==> config.mk <==
export PLATFORM = sky130hd
export DESIGN_NAME = multicycle_controller
export DESIGN_NICKNAME = d
export VERILOG_FILES = /design/src/rtl/multicycle_controller.sv
export SDC_FILE = /design/constraint.sdc
export NUM_CORES = 1
export LEC_CHECK = 0
export BUFFER_PORTS_ARGS = -buffer_cell sky130_fd_sc_hd__buf_4
export CAP_MARGIN = 20
export CELL_PAD_IN_SITES_DETAIL_PLACEMENT = 1
export CELL_PAD_IN_SITES_GLOBAL_PLACEMENT = 2
export CORE_MARGIN = 2
export CORE_UTILIZATION = 27
export CTS_BUF_LIST = sky130_fd_sc_hd__clkbuf_16
export DETAILED_ROUTE_END_ITERATION = 12
export HOLD_SLACK_MARGIN = 0.06
export PLACE_DENSITY = 0.89
export SYNTH_ARGS = -nofsm -noshare
export SYNTH_HDL_FRONTEND = slang
export SYNTH_SLANG_ARGS = --single-unit
==> constraint.sdc <==
create_clock -name Clk -period 2.8 [get_ports Clk]
set_input_delay 0.84 -clock Clk [delete_from_list [all_inputs] [get_ports Clk]]
set_output_delay 0.84 -clock Clk [all_outputs]
set_load 0.03 [all_outputs]
==> src/rtl/multicycle_controller.sv <==
// Multicycle MIPS-subset control unit: Moore FSM with memory-wait timeout,
// sticky fault state and a retired-instruction counter.
module multicycle_controller #(
   parameter int ALUOP_W     = 6,
   parameter int MEM_TIMEOUT = 15,
   parameter int CNT_W       = 32
) (
   input  logic               Clk,
   input  logic               Rst,
   input  logic [31:0]        Instruction,
   input  logic               Zero,
   input  logic               MemReady,
   output logic               PCWrite,
   output logic               IRWrite,
   output logic               IorD,
   output logic               RegDst,
   output logic               MemtoReg,
   output logic               RegWrite,
   output logic               MemRead,
   output logic               MemWrite,
   output logic               ALUSrcA,
   output logic [1:0]         ALUSrcB,
   output logic [1:0]         PCSrc,
   output logic [ALUOP_W-1:0] ALUOp,
   output logic [3:0]         State,
   output logic               Fault,
   output logic [CNT_W-1:0]   InstrCount
);

   typedef enum logic [3:0] {
      FETCH   = 4'd0,
      DECODE  = 4'd1,
      EXEC_R  = 4'd2,
      MEMADDR = 4'd3,
      MEM_RD  = 4'd4,
      MEM_WR  = 4'd5,
      WB_R    = 4'd6,
      WB_LD   = 4'd7,
      BRANCH  = 4'd8,
      JUMP    = 4'd9,
      FAULT   = 4'd10
   } state_t;

   localparam int WAIT_W = $clog2(MEM_TIMEOUT + 1) + 1;
   localparam logic [WAIT_W-1:0]  WAIT_LIMIT = WAIT_W'(MEM_TIMEOUT);
   localparam logic [ALUOP_W-1:0] ALU_ADD    = ALUOP_W'(6'h20);
   localparam logic [ALUOP_W-1:0] ALU_SUB    = ALUOP_W'(6'h22);

   localparam logic [5:0] OP_RTYPE = 6'b000000;
   localparam logic [5:0] OP_LW    = 6'b100011;
   localparam logic [5:0] OP_SW    = 6'b101011;
   localparam logic [5:0] OP_BEQ   = 6'b000100;
   localparam logic [5:0] OP_J     = 6'b000010;

   state_t              state_r;
   state_t              next_state_s;
   logic [WAIT_W-1:0]   wait_cnt_r;
   logic [CNT_W-1:0]    instr_cnt_r;
   logic                is_wait_s;
   logic                retire_s;
   logic                pc_write_s;
   logic                ir_write_s;
   logic                reg_write_s;
   logic                mem_read_s;
   logic                mem_write_s;
   logic [5:0]          opcode_s;
   logic [5:0]          funct_s;
   logic                unused_instr_bits;

   assign opcode_s          = Instruction[31:26];
   assign funct_s           = Instruction[5:0];
   assign unused_instr_bits = ^Instruction[25:6];
   assign is_wait_s = (state_r == FETCH) || (state_r == MEM_RD) || (state_r == MEM_WR);
   assign retire_s  = (next_state_s == FETCH) &&
                      ((state_r == WB_R) || (state_r == WB_LD) || (state_r == MEM_WR) ||
                       (state_r == BRANCH) || (state_r == JUMP));

   // Next-state selection; a stalled memory state falls into FAULT once the wait budget is spent.
   always_comb begin
      next_state_s = state_r;
      case (state_r)
         FETCH: begin
            if (MemReady) next_state_s = DECODE;
            else if (wait_cnt_r == WAIT_LIMIT) next_state_s = FAULT;
            else next_state_s = FETCH;
         end
         DECODE: begin
            case (opcode_s)
               OP_RTYPE:     next_state_s = EXEC_R;
               OP_LW, OP_SW: next_state_s = MEMADDR;
               OP_BEQ:       next_state_s = BRANCH;
               OP_J:         next_state_s = JUMP;
               default:      next_state_s = FAULT;
            endcase
         end
         EXEC_R:  next_state_s = WB_R;
         WB_R:    next_state_s = FETCH;
         MEMADDR: begin
            if (opcode_s == OP_LW) next_state_s = MEM_RD;
            else if (opcode_s == OP_SW) next_state_s = MEM_WR;
            else next_state_s = FAULT;
         end
         MEM_RD: begin
            if (MemReady) next_state_s = WB_LD;
            else if (wait_cnt_r == WAIT_LIMIT) next_state_s = FAULT;
            else next_state_s = MEM_RD;
         end
         MEM_WR: begin
            if (MemReady) next_state_s = FETCH;
            else if (wait_cnt_r == WAIT_LIMIT) next_state_s = FAULT;
            else next_state_s = MEM_WR;
         end
         WB_LD:   next_state_s = FETCH;
         BRANCH:  next_state_s = FETCH;
         JUMP:    next_state_s = FETCH;
         FAULT:   next_state_s = FAULT;
         default: next_state_s = FAULT;
      endcase
   end

   // State, wait counter and retired-instruction counter.
   always_ff @(posedge Clk) begin
      if (!Rst) begin
         state_r     <= FETCH;
         wait_cnt_r  <= '0;
         instr_cnt_r <= '0;
      end else begin
         state_r <= next_state_s;
         if (is_wait_s && !MemReady && (next_state_s == state_r))
            wait_cnt_r <= wait_cnt_r + WAIT_W'(1);
         else
            wait_cnt_r <= '0;
         if (retire_s)
            instr_cnt_r <= instr_cnt_r + CNT_W'(1);
         else
            instr_cnt_r <= instr_cnt_r;
      end
   end

   // Control decode from the registered state; only FETCH and BRANCH look at live inputs.
   always_comb begin
      pc_write_s  = 1'b0;
      ir_write_s  = 1'b0;
      reg_write_s = 1'b0;
      mem_read_s  = 1'b0;
      mem_write_s = 1'b0;
      IorD        = 1'b0;
      RegDst      = 1'b0;
      MemtoReg    = 1'b0;
      ALUSrcA     = 1'b0;
      ALUSrcB     = 2'b00;
      PCSrc       = 2'b00;
      ALUOp       = '0;
      Fault       = 1'b0;
      case (state_r)
         FETCH: begin
            mem_read_s = 1'b1;
            ALUSrcB    = 2'b01;
            ALUOp      = ALU_ADD;
            ir_write_s = MemReady;
            pc_write_s = MemReady;
         end
         DECODE: begin
            ALUSrcB = 2'b11;
            ALUOp   = ALU_ADD;
         end
         EXEC_R: begin
            ALUSrcA = 1'b1;
            ALUOp   = ALUOP_W'(funct_s);
         end
         WB_R: begin
            RegDst      = 1'b1;
            reg_write_s = 1'b1;
         end
         MEMADDR: begin
            ALUSrcA = 1'b1;
            ALUSrcB = 2'b10;
            ALUOp   = ALU_ADD;
         end
         MEM_RD: begin
            mem_read_s = 1'b1;
            IorD       = 1'b1;
         end
         MEM_WR: begin
            mem_write_s = 1'b1;
            IorD        = 1'b1;
         end
         WB_LD: begin
            MemtoReg    = 1'b1;
            reg_write_s = 1'b1;
         end
         BRANCH: begin
            ALUSrcA    = 1'b1;
            ALUOp      = ALU_SUB;
            PCSrc      = 2'b01;
            pc_write_s = Zero;
         end
         JUMP: begin
            PCSrc      = 2'b10;
            pc_write_s = 1'b1;
         end
         FAULT:   Fault = 1'b1;
         default: Fault = 1'b1;
      endcase
   end

   // Write/read strobes are killed immediately while reset is held, even mid-access.
   assign PCWrite    = pc_write_s  & Rst;
   assign IRWrite    = ir_write_s  & Rst;
   assign RegWrite   = reg_write_s & Rst;
   assign MemRead    = mem_read_s  & Rst;
   assign MemWrite   = mem_write_s & Rst;
   assign State      = state_r;
   assign InstrCount = instr_cnt_r;

endmodule
After elaboration in Yosys (flattened, before gate mapping)

Cells that the tools add are included.
Widths: inputs -> output; s select.

Bits of input ports: 36
ROM bits: 0
Bits in latches: 0
Output and inout bits: 56
Logic and storage cells: 70
Memories: 0
RAM bits: 0
Flip-flop bits (word level): 41

Multipliers: 0
Bitwise gates (word level): 5
Div/mod/pow operators: 0
Magnitude comparators: 0
Reduce and logical (&&, ||, !) cells: 22
Multiplexer cells: 23
Eq/ne operators: 15
Shift operators: 0
Add/sub/neg operators: 2

Operators with widths:

| cell                  | number |
|---|---|
| $add 32x1->32 const B | 1 |
| $mux 4                | 8 |
| $pmux 4 s7            | 1 |
| $pmux 6 s3            | 1 |
| $eq 4x3->1 const B    | 4 |
| $pmux 4 s4            | 1 |
| $eq 6x6->1 const B    | 2 |
| $reduce_or 10->1      | 1 |
| $mux 1                | 9 |
| $eq 4x2->1 const B    | 2 |
| $eq 4x4->1 const B    | 2 |
| $logic_not 4->1       | 2 |
| $reduce_or 2->1       | 4 |
| $eq 6x2->1 const B    | 1 |
| $eq 6x3->1 const B    | 1 |
| $logic_not 6->1       | 1 |
| $logic_or 1x1->1      | 6 |
| $pmux 2 s3            | 1 |
| $reduce_or 3->1       | 2 |
| $add 5x1->5 const B   | 1 |
| $and 1x1->1           | 5 |
| $eq 5x4->1 const B    | 1 |
| $eq 4x1->1 const B    | 1 |
| $eq 4x4->1            | 1 |
| 6 further kinds       | 8 |

Logic depth before layout (Yosys ltp)

Word-level depth: 7
Depth in mapped cells: 7
Gate-level depth less buffers: 7

Least setup slack after synthesis

Ideal clock, no wire load.

Path type: input to output
Start point: input port Rst
End point: output port IRWrite
Buffers on the path: 1
Path slack: -0.172 ns
Data required time: 1.960 ns
Cell stages on the path: 3
Arrival time: 2.132 ns
Path through: clkbuf_1 > nand2b_1 > nor4_1

Cells in the longest elaborated chain, start to end: 1

Ends and longest elaborated chain:

| element            | RTL line | text |
|---|---|---|
| start: declaration | 9        | `input logic Rst,` |
| $and 1x1->1        | 209      | `assign IRWrite = ir_write_s & Rst;` |
| end: declaration   | 14       | `output logic IRWrite,` |

No other way between the ends.

Worst setup path in the final report

Start point: register state_r[0], in the netlist State[0]
End point: output port ALUSrcB[1]

Cells in the longest elaborated chain, start to end: 2
Elaborated cells on any way between the ends: 4
Classes of those cells: eq/ne: 2; mux: 1; reduce/logical: 1

Ends and longest elaborated chain:

| element                                  | RTL line | text |
|---|---|---|
| start: declaration                       | 55       | `state_t state_r;` |
| start signal: assignment                 | 128      | `state_r <= next_state_s;` |
| $eq 4x2->1, or another cell as far along | 155      | `case (state_r)` |
| $pmux 2 s3 *                             | 155      |  |
| end: declaration                         | 22       | `output logic [1:0] ALUSrcB,` |

Mark *: on every way between the ends. The rest lies on a longest branch, timed or not.

==> results by group <==
Status
  – Status: completed

STA
  – Slew Viols, Final: 0
  – Setup_tns: 0 ps
  – F_max: 390.0 MHz
  – Clock Skews: 6.663 ps
  – Hold WS: 473.6 ps
  – Worst slew pin tran: 513.6 ps
  – Final WS setup: 236.2 ps
  – Minimum clock period: 2564 ps
  – Final Hold Vio Count: 0
  – Setup Viol. Count Final: 0
  – RSZ-0062 raised after global routing: no
  – Fin crit share: 91.56%
  – Relative slew margins: 65.76%

Power and ir drop
  – Combinational Power Share: 32.4%
  – Switch share: 35.72%
  – Max IR drop VDD: 0.3501 mV
  – PwrDens: 549.5 mW/mm²
  – Power Total: 1.774 mW
  – LEAKAGE: 1.272 nW
  – Clock network power share: 30.9%
  – Int Pwr: 1.140 mW
  – Reg power frac: 36.8%
  – Switching power: 0.6336 mW

Synth
  – Synth Area per Inst: 8.126 µm²
  – Post-Syn Area: 0.002414 mm²
  – Sequential element share of the synthesized area: 34.01%
  – Synth Warn #: 0
  – Mapped Nets: 336
  – FF+latch count, synth: 41
  – Gate Count Post-Synth: 297
  – Post-synthesis cell type count: 45

Global routing
  – Pin count of the biggest net entering global routing: 50
  – All-Layer GR Usage: 14.37%
  – Global-route wire length before repair: 11.76 mm
  – Grt ovf: 0
  – Vias in the first global route: 2527
  – Initial antenna violation count: 0

Worst setup path
  – CP Data Arrival Time: 1720 ps
  – Crit. End Element: output port
  – Data required time of the critical path: 1960 ps
  – Crit path kind: reg -> out
  – Crit path max fanout: 16
  – Beginning of the critical path: State[0]
  – Startpoint class of the critical path: flop
  – Reg-to-Reg Start: InstrCount[8]

Floorplan
  – Die W: 98.55 µm
  – Site Rows: 34
  – Ports: 92
  – Total die area: 0.009711 mm²
  – Die height: 98.55 µm
  – Initial Util: 27.81%
  – Core area: 0.008678 mm²

Detailed routing
  – Met2 wire len: 3.406 mm
  – Drt pass-1 iters: 4
  – Post-route ant nets: 0
  – DRT iter0 DRCs: 100
  – Via density: 5.265
  – Wire length on met1: 3.122 mm
  – DR DRC count: 0
  – WL final: 7.000 mm
  – Via Count: 2485
  – Top Layer Used: met4
  – Avg WL per Cell: 14.83 µm
  – Wire length on met3: 428 µm

Placement
  – Post-DP HPWL: 5.061 mm
  – Setup slack at placement: 394.5 ps
  – PortBufs: 71
  – Post-DP Area: 0.003085 mm²
  – Inst Count DP: 464
  – Global placement routability congestion: 0.7887

Clocking
  – Clk root buf: clkbuf_16
  – Post-CTS Setup Repair Bufs: 0
  – TritonCTS buffer count: 5
  – Clock sinks: 41
  – Clock Path Buffers: 2
  – H-tree levels: 2
  – CTS Hold Bufs: 0
  – Worst-path clk slew: 60 ps
  – CTS tree: built
  – Clk_lat worst skew: 280 ps
  – CTS-repair resized insts: 0

Cells and area
  – Non-Filler Instances: 472
  – Final Instance Area: 0.003228 mm²
  – Layout overhead on the synthesized area: 33.75%
  – Fin util: 37.20%
  – Layout cell share with drive strength beyond 1: 26.37%
  – FF/Latch Area: 820.8 µm²
  – ANT cells: 0
  – Area of the multi-input gates: 0.001514 mm²
  – Nets@finish: 402
  – Fill cells: 1087

Job
  – Max_cap viols: 0

Worst hold path
  – Hold WC Path Type: reg -> reg
  – Worst Hold Launch: wait_cnt_r[0]
==> worst max-delay path, cell delays in order (launching register included) <==
cell     delay (ps)
dfxtp_1         620
or3b_2          540
inv_1           110
buf_4           160
==> synthesized netlist by cell type (all sizes together) <==
library cell / count / area, µm²
a211oi: 2 / 15.01
a21o: 2 / 15.01
a21oi: 19 / 95.09
a31oi: 2 / 12.51
and2: 7 / 43.79
and3: 8 / 50.05
and4: 4 / 36.29
buf: 6 / 36.28
clkbuf: 13 / 48.80
clkinv: 1 / 3.750
dfxtp: 41 / 820.8
ha: 3 / 37.54
inv: 5 / 18.77
mux2i: 14 / 140.1
nand2: 27 / 101.4
nand2b: 19 / 118.9
nand3: 13 / 65.06
nand3b: 1 / 7.510
nand4: 10 / 62.56
nand4bb: 1 / 11.26
nor2: 17 / 63.81
nor2b: 2 / 12.51
nor3: 8 / 40.04
nor3b: 3 / 22.52
nor4: 13 / 117.6
nor4b: 2 / 32.53
o21a: 2 / 15.01
o21ai: 11 / 55.05
o311a: 1 / 10.01
o311ai: 1 / 8.760
o31a: 3 / 26.28
o31ai: 11 / 82.58
o41ai: 1 / 8.760
or2: 1 / 6.260
or3: 7 / 45.05
or3b: 1 / 8.760
or4: 11 / 82.58
xnor2: 2 / 17.52
xor2: 2 / 17.52
==> per-layer routing <==
metal | up-vias | global-route usage [%]
met3 | 4 | 4.184
met4 | 0 | 3.161
met2 | 61 | 24.33
met1 | 1187 | 18.17
met5 | - | 0
li1 | 1233 | -
==> path summary, 6_finish.rpt <==
check | cells after the start | endpoint | slack [ps]
setup / recovery | 3 | ALUSrcB[1] | 240
hold / removal | 1 | wait_cnt_r[0] | 470
setup reg to reg | 4 | InstrCount[30] | 720
hold reg to reg | 1 | wait_cnt_r[0] | 470
==> cells by family (layout without fill, tap and decap cells) <==
logic type / after synthesis / in the layout / share of synthesized area, %
XOR/XNOR: 4 / 4 / 1.452
adder cells (fa/ha/maj): 3 / 3 / 1.555
buffers and inverters: 25 / 92 / 4.458
AO/OA/AOI/OAI: 55 / 55 / 14.26
AND/OR/NAND/NOR: 155 / 155 / 38.47
flip-flops: 41 / 41 / 34.01
multiplexers: 14 / 14 / 5.806
==> power groups by stage <==
stage	Sequential (mW)	Clock [mW]	Combinational, mW
after detailed placement	0.664	0	0.575
after floorplan	0.665	0	0.357
final	0.652	0.548	0.574
after global routing	0.658	0.591	0.619
after global placement	0.664	0	0.570
after CTS	0.652	0.564	0.580
==> area by class of cell <==
class	instances	area share, %
clock inverters	3	0.3876
clock buffers	5	3.876
well taps	108	4.186
repair buffers	78	18.53
multi-input cells	231	46.90
inverters	6	0.6977
flip-flops and latches	41	25.43
==> cell usage in the layout, fill, tap and decap left out, drive strengths merged, types with 8 or more instances in the layout <==
cell / n
or4: 11
a21oi: 19
nand3: 13
nor2: 17
and3: 8
buf: 78
nand2: 27
nor4: 13
nand4: 10
o21ai: 11
o31ai: 11
nor3: 8
mux2i: 14
nand2b: 19
dfxtp: 41
==> registers in the layout (all words and copies together), names as in the netlist <==
signal and flops:
wait_cnt_r 5, State 4, InstrCount 32
Power figures use the tool's default switching activity.
